`src/rtl/if_prefetch_queue_if.sv`:
```
// Instruction SRAM-like bus between the fetch front end and the memory side.
// The fetch unit is the master: it drives request/address and receives
// address-accept, data-return and read data.
interface if_prefetch_queue_if;
    logic        inst_sram_req;
    logic [31:0] inst_sram_addr;
    logic        inst_sram_addr_ok;
    logic        inst_sram_data_ok;
    logic [31:0] inst_sram_rdata;

    modport master (
        output inst_sram_req,
        output inst_sram_addr,
        input  inst_sram_addr_ok,
        input  inst_sram_data_ok,
        input  inst_sram_rdata
    );

    modport slave (
        input  inst_sram_req,
        input  inst_sram_addr,
        output inst_sram_addr_ok,
        output inst_sram_data_ok,
        output inst_sram_rdata
    );
endinterface

```
`src/rtl/if_prefetch_queue.sv`:
```
// Instruction-fetch front end with multiple outstanding requests.
// Sequential PCs are issued on the inst bus, their tags are queued, and the
// in-order returned words are buffered with their PCs in a FIFO feeding decode.
// A redirect flushes everything and marks in-flight beats as stale.
module if_prefetch_queue #(
    parameter int          DEPTH     = 4,
    parameter int          MAX_OUTST = 2,
    parameter logic [31:0] RESET_PC  = 32'hbfc00000
) (
    input  logic                       clk,
    input  logic                       reset,
    input  logic                       redirect_valid,
    input  logic [31:0]                redirect_pc,
    if_prefetch_queue_if.master        inst_bus,
    output logic                       fs_to_ds_valid,
    input  logic                       ds_allowin,
    output logic [31:0]                fs_pc,
    output logic [31:0]                fs_inst,
    output logic                       fs_adel
);

    localparam int AW = $clog2(DEPTH);
    localparam int CW = AW + 2;

    typedef enum logic [1:0] {ISSUE, HOLD, HALT} state_e;

    typedef struct packed {
        logic [31:0] pc;
        logic [31:0] inst;
        logic        adel;
    } entry_t;

    state_e        state_q;
    logic [31:0]   fetch_pc_q;
    logic          pend_q;
    logic [31:0]   pend_pc_q;
    logic [CW-1:0] outst_q;
    logic [CW-1:0] discard_q;
    logic [31:0]   tag_mem_q [DEPTH];
    logic [AW-1:0] tag_wptr_q;
    logic [AW-1:0] tag_rptr_q;
    entry_t        fifo_q [DEPTH];
    logic [AW:0]   wptr_q;
    logic [AW:0]   rptr_q;

    logic [AW:0]   fifo_diff;
    logic [CW-1:0] fifo_cnt;
    logic          fifo_empty;
    logic          fifo_full;
    logic          credit;
    logic          aligned;
    logic          req;
    logic          accept;
    logic          apply_redir;
    logic [31:0]   apply_pc;
    logic          push_adel;
    logic          data_keep;
    logic          push;
    logic          pop;
    entry_t        push_entry;
    entry_t        head;
    logic [CW-1:0] outst_next;

    assign fifo_diff  = wptr_q - rptr_q;
    assign fifo_cnt   = {1'b0, fifo_diff};
    assign fifo_empty = (wptr_q == rptr_q);
    assign fifo_full  = (wptr_q[AW] != rptr_q[AW]) && (wptr_q[AW-1:0] == rptr_q[AW-1:0]);
    assign credit     = (outst_q < CW'(MAX_OUTST)) && ((outst_q + fifo_cnt) < CW'(DEPTH));
    assign aligned    = (fetch_pc_q[1:0] == 2'b00);

    // Request valid: gated by credit in ISSUE, held high in HOLD, silent in HALT or reset.
    always_comb begin
        req = 1'b0;
        if (!reset) begin
            case (state_q)
                ISSUE:   req = credit && !redirect_valid && aligned;
                HOLD:    req = 1'b1;
                default: req = 1'b0;
            endcase
        end
    end

    assign accept      = req && inst_bus.inst_sram_addr_ok;
    assign apply_redir = ((state_q != HOLD) && redirect_valid) ||
                         ((state_q == HOLD) && inst_bus.inst_sram_addr_ok && (redirect_valid || pend_q));
    assign apply_pc    = ((state_q == HOLD) && !redirect_valid) ? pend_pc_q : redirect_pc;
    assign push_adel   = (state_q == ISSUE) && !aligned && (outst_q == '0) && !fifo_full && !redirect_valid;
    assign data_keep   = inst_bus.inst_sram_data_ok && (discard_q == '0);
    assign push        = data_keep || push_adel;
    assign head        = fifo_q[rptr_q[AW-1:0]];
    assign pop         = fs_to_ds_valid && ds_allowin;
    assign outst_next  = outst_q + CW'(accept) - CW'(inst_bus.inst_sram_data_ok);

    // Entry written into the FIFO: an address-error marker or a returned word with its tag.
    always_comb begin
        push_entry = '{pc: tag_mem_q[tag_rptr_q], inst: inst_bus.inst_sram_rdata, adel: 1'b0};
        if (push_adel) begin
            push_entry = '{pc: fetch_pc_q, inst: 32'h0, adel: 1'b1};
        end
    end

    assign inst_bus.inst_sram_req  = req;
    assign inst_bus.inst_sram_addr = fetch_pc_q;
    assign fs_to_ds_valid          = !reset && !fifo_empty;
    assign fs_pc                   = head.pc;
    assign fs_inst                 = head.inst;
    assign fs_adel                 = head.adel;

    // Fetch FSM: advances the PC on accepted requests and parks redirects seen during HOLD.
    always_ff @(posedge clk) begin
        if (reset) begin
            state_q    <= ISSUE;
            fetch_pc_q <= RESET_PC;
            pend_q     <= 1'b0;
            pend_pc_q  <= 32'h0;
        end else if (apply_redir) begin
            state_q    <= ISSUE;
            fetch_pc_q <= apply_pc;
            pend_q     <= 1'b0;
        end else begin
            case (state_q)
                ISSUE: begin
                    if (accept) begin
                        fetch_pc_q <= fetch_pc_q + 32'd4;
                    end else if (req) begin
                        state_q <= HOLD;
                    end else if (push_adel) begin
                        state_q <= HALT;
                    end
                end
                HOLD: begin
                    if (inst_bus.inst_sram_addr_ok) begin
                        fetch_pc_q <= fetch_pc_q + 32'd4;
                        state_q    <= ISSUE;
                    end else if (redirect_valid) begin
                        pend_q    <= 1'b1;
                        pend_pc_q <= redirect_pc;
                    end
                end
                default: begin
                    state_q <= HALT;
                end
            endcase
        end
    end

    // Outstanding-request and stale-beat counters.
    always_ff @(posedge clk) begin
        if (reset) begin
            outst_q   <= '0;
            discard_q <= '0;
        end else begin
            outst_q <= outst_next;
            if (apply_redir) begin
                discard_q <= outst_next;
            end else if (inst_bus.inst_sram_data_ok && (discard_q != '0)) begin
                discard_q <= discard_q - CW'(1);
            end
        end
    end

    // Tag queue pointers: one tag per live accepted request, popped on each kept beat.
    always_ff @(posedge clk) begin
        if (reset || apply_redir) begin
            tag_wptr_q <= '0;
            tag_rptr_q <= '0;
        end else begin
            if (accept) begin
                tag_wptr_q <= tag_wptr_q + AW'(1);
            end
            if (data_keep) begin
                tag_rptr_q <= tag_rptr_q + AW'(1);
            end
        end
    end

    // Tag storage: PC of each accepted request.
    always_ff @(posedge clk) begin
        if (accept) begin
            tag_mem_q[tag_wptr_q] <= fetch_pc_q;
        end
    end

    // Output FIFO pointers with wrap bit; cleared by reset and redirect.
    always_ff @(posedge clk) begin
        if (reset || apply_redir) begin
            wptr_q <= '0;
            rptr_q <= '0;
        end else begin
            if (push) begin
                wptr_q <= wptr_q + (AW+1)'(1);
            end
            if (pop) begin
                rptr_q <= rptr_q + (AW+1)'(1);
            end
        end
    end

    // Output FIFO storage.
    always_ff @(posedge clk) begin
        if (push) begin
            fifo_q[wptr_q[AW-1:0]] <= push_entry;
        end
    end

endmodule

```
`src/flat_wrapper.sv`:
```
// flat-port wrapper written by rule: the top's interface ports become plain ports
module if_prefetch_queue_flat 
#(
    parameter int          DEPTH     = 4,
    parameter int          MAX_OUTST = 2,
    parameter logic [31:0] RESET_PC  = 32'hbfc00000
)
  (clk, reset, redirect_valid, redirect_pc, fs_to_ds_valid, ds_allowin, fs_pc, fs_inst, fs_adel, inst_bus_inst_sram_req, inst_bus_inst_sram_addr, inst_bus_inst_sram_addr_ok, inst_bus_inst_sram_data_ok, inst_bus_inst_sram_rdata);
  if_prefetch_queue_if inst_bus_i ();
  input  logic clk;
  input  logic reset;
  input  logic redirect_valid;
  input  logic [31:0] redirect_pc;
  output logic fs_to_ds_valid;
  input  logic ds_allowin;
  output logic [31:0] fs_pc;
  output logic [31:0] fs_inst;
  output logic fs_adel;
  output wire logic [$bits(inst_bus_i.inst_sram_req)-1:0] inst_bus_inst_sram_req;
  output wire logic [$bits(inst_bus_i.inst_sram_addr)-1:0] inst_bus_inst_sram_addr;
  input wire logic [$bits(inst_bus_i.inst_sram_addr_ok)-1:0] inst_bus_inst_sram_addr_ok;
  input wire logic [$bits(inst_bus_i.inst_sram_data_ok)-1:0] inst_bus_inst_sram_data_ok;
  input wire logic [$bits(inst_bus_i.inst_sram_rdata)-1:0] inst_bus_inst_sram_rdata;
  assign inst_bus_inst_sram_req = inst_bus_i.inst_sram_req;
  assign inst_bus_inst_sram_addr = inst_bus_i.inst_sram_addr;
  assign inst_bus_i.inst_sram_addr_ok = inst_bus_inst_sram_addr_ok;
  assign inst_bus_i.inst_sram_data_ok = inst_bus_inst_sram_data_ok;
  assign inst_bus_i.inst_sram_rdata = inst_bus_inst_sram_rdata;
  if_prefetch_queue #(.DEPTH(DEPTH), .MAX_OUTST(MAX_OUTST), .RESET_PC(RESET_PC)) u_core (.clk(clk), .reset(reset), .redirect_valid(redirect_valid), .redirect_pc(redirect_pc), .inst_bus(inst_bus_i), .fs_to_ds_valid(fs_to_ds_valid), .ds_allowin(ds_allowin), .fs_pc(fs_pc), .fs_inst(fs_inst), .fs_adel(fs_adel));
endmodule
```
`config.mk`:
```
export PLATFORM = sky130hd
export DESIGN_NAME = if_prefetch_queue_flat
export DESIGN_NICKNAME = d
export VERILOG_FILES = /design/src/rtl/if_prefetch_queue_if.sv /design/src/rtl/if_prefetch_queue.sv /design/src/flat_wrapper.sv
export SDC_FILE = /design/constraint.sdc
export NUM_CORES = 1
export LEC_CHECK = 0
export BUFFER_PORTS_ARGS = -buffer_cell sky130_fd_sc_hd__clkbuf_2
export CORE_AREA = 3 3 245 223
export CTS_CLUSTER_SIZE = 10
export DETAILED_ROUTE_END_ITERATION = 8
export DIE_AREA = 0 0 248 226
export GPL_TIMING_DRIVEN = 1
export PLACE_DENSITY = 0.58
export RECOVER_POWER = 100
export SYNTH_ARGS = -nofsm -noshare
export SYNTH_HDL_FRONTEND = slang
export SYNTH_SLANG_ARGS = --single-unit
```
`constraint.sdc`:
```
create_clock -name clk -period 8.4 [get_ports clk]
set_input_delay 1.68 -clock clk [delete_from_list [all_inputs] [get_ports clk]]
set_output_delay 1.68 -clock clk [all_outputs]
set_load 0.02 [all_outputs]
```
# Word-level counts from Yosys, hierarchy flattened
# Memory sizes are Yosys's and may differ from the RTL's. A register that Yosys moved wholly into a read port is not among the register bits.
# Cells that the tools add are included.
# W data, S select, Z words.
# totals
reg_bits	85
mem_bits_rw	388
in_bits	70
out_inout_bits	99
word_cells	97
n_memories	2
# classes
addsub	10
order_cmp	2
n_eq_ne	10
muxes	23
bitwise_logic	2
n_reduce_logical	38
# mem_list
memory	words	width	rd	rd_clocked_by_memory_dff	write_ports	line	source
u_core.fifo_q	4	65	1	1	1	if_prefetch_queue.sv:42	entry_t fifo_q [DEPTH];
u_core.tag_mem_q	4	32	1	1	1	if_prefetch_queue.sv:39	logic [31:0] tag_mem_q [DEPTH];
# ops
cell	n
$mux W32	4
$mux W65	1
$pmux W32 S2	1
$add A32 B3 Y32 const B	1
$logic_and A1 B1 Y1	17
$mux W2	8
$reduce_and A3 Y1	3
$logic_not A4 Y1	2
$mux W4	2
$add A3 B1 Y3 const B	2
$ne A3 B1 Y1 const B	2
$logic_not A1 Y1	5
$mux W1	5
$add A2 B1 Y2 const B	2
$add A4 B1 Y4	1
$add A4 B3 Y4	1
$logic_not A2 Y1	2
$logic_or A1 B1 Y1	4
$lt A4 B2 Y1 const B	1
$lt A4 B3 Y1 const B	1
$ne A2 B2 Y1 const B	2
$pmux W2 S2	1
$reduce_and A4 Y1	1
$reduce_bool A4 Y1	1
other kinds (14)	15

# Depth between registers and ports, before layout
# logic_depth
depth_word	12
depth_mapped	16
depth_no_buf	16

# Worst setup path after synthesis
# No wires, ideal clock.
# synth_timing
path_type	input -> register
start	in redirect_valid
end	mem u_core.fifo_q[3][0] in the netlist's numbering, enable pin
setup_ps	499
t_arrival_ps	5287
required_time_ps	7901
slack_ps	2614
cell_stages	4
n_path_buf	0
cell_sequence	nor4b_2 > o2111ai_1 > a21boi_1 > nor2b_1
# synth_between
elab_chain_len	5
# synth_lines
item	line	source
start, declared	flat_wrapper.sv:12	input logic redirect_valid;
$logic_not A1 Y1	if_prefetch_queue.sv:87	assign push_adel = (state_q == ISSUE) && !aligned && (outst_q == '0) && !fifo_full && !redirect_valid;
$logic_and A1 B1 Y1	if_prefetch_queue.sv:87	
$logic_or A1 B1 Y1	if_prefetch_queue.sv:89	assign push = data_keep || push_adel;
$mux W1	if_prefetch_queue.sv:201	if (push) begin
$mux W1 (not written as such)	if_prefetch_queue.sv:202	fifo_q[wptr_q[AW-1:0]] <= push_entry;
end, declared	if_prefetch_queue.sv:42	
# No other way between the ends.

# Worst setup path in the final report
# layout_timing
start	in redirect_valid
end	mem u_core.fifo_q[1][56] in the netlist's numbering, enable pin
# The elaborated chain is that of the path after synthesis.

==> flow_summary_export.csv <==
group,metric,value,unit
detailed_routing,wl_per_cell,20.8,um
logic_synthesis,yosysWarnings,0,
clock_tree,clock-sinks,477,
logic_synthesis,post-synth-top-area-cell,"edfxtp_1",
floorplan,row_count,79,
final_layout,layout.nets,1534,
clock_tree,clkTransAtPathRegs,0.05,ns
grt,grt_pass1_vias,11000,
worst_setup_path,path_cells,"clkbuf_1 > nor4b_1 > o2111ai_4 > buf_4 > a21boi_0 > nor2b_1 > clkbuf_2",
timing,setup_viol,0,
worst_setup_path,end_kind,"register",
grt,grt_pass1_wl,68200,um
clock_tree,cts_tree,"built",
timing,relSlewSlack,-131,%
timing,fin_tns_setup,0,ns
timing,worst_pin_slew,3.47,ns
timing,finalHoldViolCount,0,
clock_tree,numCtsBuffers,54,
final_layout,drive_gt1_share,17.2,%
timing,fmax,0.164,GHz
timing,rsz0062_at_grt,"false",
logic_synthesis,synth_edf_count,388,
logic_synthesis,async_flop_share,0,%
clock_tree,h-tree-depth,2,
worst_setup_path,startpoint_type,"primary input",
worst_setup_path,arrival,6.28,ns
worst_setup_path,worstSetupPathType,"in2reg",
logic_synthesis,avgSynthCellArea,15.2,um^2
logic_synthesis,synthFlopType,"edfxtp_1",
outcome,status,"finished, violations left",
detailed_routing,drcViolationCount,0,
placed_design,gp_congestion,0.778,
timing,finalCritPeriodShare,72.5,%
clock_tree,cts_resized,0,
logic_synthesis,synth_cells,1268,
grt,antenna_found_initial,0,
placed_design,dpl.cell_count,2073,
clock_tree,clockRootBuffer,"clkbuf_16",
worst_setup_path,critical_path.top_delay_family,"simple AND/OR/NAND/NOR gates",
detailed_routing,viasPerCell,5.14,
worst_setup_path,path_max_fanout,67,
power_and_ir_drop,vdd_ir_drop_max,0.161,mV
grt,grtUsageTotal,16.1,%
worst_setup_path,crit_required,8.59,ns
worst_setup_path,crit_buf_inv,3,
floorplan,ios,169,
logic_synthesis,syn-cell-area,19300,um^2
power_and_ir_drop,p_per_area,250,nW/um^2
placed_design,numPortBuffers,168,
final_layout,fin_cells,2149,
floorplan,dieArea,56000,um^2
clock_tree,holdBufCountCts,0,
floorplan,core_area,51900,um^2
final_layout,n_antenna_cell,0,
final_layout,area_growth,15.3,%
detailed_routing,postRouteAntennaNets,0,
grt,grt_max_degree,69,
logic_synthesis,ys_types,59,
final_layout,mostFrequentLayoutCell,"edfxtp_1",
min_path,holdCritPathClass,"reg2reg",
power_and_ir_drop,power.leakage,0.00723,uW
logic_synthesis,syn_nets,1361,
logic_synthesis,synthTopCellsByArea,"edfxtp_1 60%, mux4_2 11%, dfxtp_1 9.3%, nand2_1 4.7%, a21oi_1 1.8%",
final_layout,final_cell_mix,"388 x edfxtp_1, 240 x nand2_1, 119 x clkbuf_1",
clock_tree,post_cts_buffers,0,
logic_synthesis,ys_ff_latch,477,
clock_tree,clockBufferDepth,3,
logic_synthesis,synth_seq_area_share,69.8,%
placed_design,hpwl,27100,um
floorplan,initial_core_util,37.1,%
worst_setup_path,cpPeakStageDelay,1.43,ns
timing,fin_worst_skew,0.0226,ns
clock_tree,clk_latency,0.61,ns
worst_setup_path,slowest_stage,"nor2b_1",
timing,slew_viol_final,422,
detailed_routing,drtPass1Iterations,7,
floorplan,die_h,226,um
timing,fin_crit,6.09,ns
detailed_routing,routed_wl,44700,um
detailed_routing,vias,11000,
logic_synthesis,synth.top_cell.area_share,60.5,%
floorplan,die_w,248,um
grt,grt_overflow,0,
final_layout,fill_cells,4740,
outcome,violations,"max-capacitance violations, max-slew violations",
detailed_routing,drt-initial-drc-count,802,
flow_run,maxCapViolations,12,
state kept, by name, summed over array words and instances, names as in the netlist, named ones only:
register,flops
u_core.fifo_q,260
u_core.tag_mem_q,128
u_core.inst_bus.inst_sram_addr,32
u_core.pend_pc_q,32
u_core.discard_q,4
u_core.outst_q,4
u_core.rptr_q,3
u_core.wptr_q,3
u_core.state_q,2
u_core.tag_rptr_q,2
u_core.tag_wptr_q,2
u_core.pend_q,1
power by group:
group	internal, uW	switching, uW	total (uW)
logic	221	446	667
clock network	1190	885	2080
registers	2740	75.1	2820
cells in the mapped netlist (4+ instances only):
cell and n:
a211oi_1 9, a21oi_1 71, a311oi_1 5, a31oi_1 9, and2_1 46, and3_1 6
buf_1 6, buf_2 13, clkbuf_1 48, dfxtp_1 89, edfxtp_1 388, ha_1 21
inv_1 20, mux2i_1 4, mux4_2 97, nand2_1 240, nand3_1 29, nand4_1 5
nor2_1 38, nor2b_1 5, nor3_1 15, o21ai_0 29, xnor2_1 8, xor2_1 8
cell type report:
class / instances / area [um^2] / share of cell area (%)
flip-flops and latches: 477 / 13400 / 60.5
multi-input cells: 702 / 5480 / 24.7
clock buffers: 71 / 1450 / 6.52
well taps: 688 / 861 / 3.88
repair buffers: 185 / 818 / 3.69
inverters: 21 / 78.8 / 0.355
clock inverters: 5 / 73.8 / 0.333
final timing paths:
check | slack [ns] | to | depth (start not counted) | from
worst max-delay path | 2.31 | u_core.fifo_q[1][56] | 7 | redirect_valid
worst min-delay path | 0.45 | u_core.pend_pc_q[29] | 2 | u_core.pend_pc_q[29]
worst max register to register | 3.06 | u_core.fifo_q[1][56] | 8 | u_core.outst_q[2]
worst min register to register | 0.45 | u_core.pend_pc_q[29] | 2 | u_core.pend_pc_q[29]
kinds of logic after synthesis:
kind of cell	share of synthesized area, %
buf+inv	1.86
xor+xnor	0.728
flops	69.8
fa+ha+maj	1.57
simple gates	9.65
compound gates	4.77
mux	11.7
tightest hold or removal path, delay by kind of cell (launching register included):
kind | cells | cell delay (ns)
flip-flops | 1 | 0.30
AND/OR/NAND/NOR | 1 | 0.05
AO/OA/AOI/OAI | 1 | 0.05
through the flow:
| step | power (uW) | instance area (um^2) | utilization [%] | hold slack [ns] | worst slack (ns) |
|---|---|---|---|---|---|
| CTS | 5670 | 22400 | 43.2 | 0.454 | 3.66 |
| floorplan | 3300 | 19300 | - | 0.434 | 2.61 |
| finish | 5560 | 22200 | 42.8 | 0.453 | 2.31 |
| global placement | 3560 | 20900 | 40.2 | 0.440 | 3.36 |
| detailed placement | 3570 | 20900 | 40.2 | 0.446 | 3.34 |
| global route | 5810 | 22200 | 42.8 | 0.467 | 1.87 |
routing by layer:
| layer | vias up | GRT usage (%) | wire length [um] | share of wire (%) |
|---|---|---|---|---|
| met4 | 0 | 3.59 | 713 | 1.6 |
| met1 | 5521 | 22.8 | 20400 | 45 |
| met3 | 59 | 4.10 | 3080 | 6.9 |
| li1 | 5125 | - | - | - |
| met2 | 335 | 25.0 | 20600 | 46 |
| met5 | - | 0 | 0 | 0 |
Power figures use the tool's default switching activity.
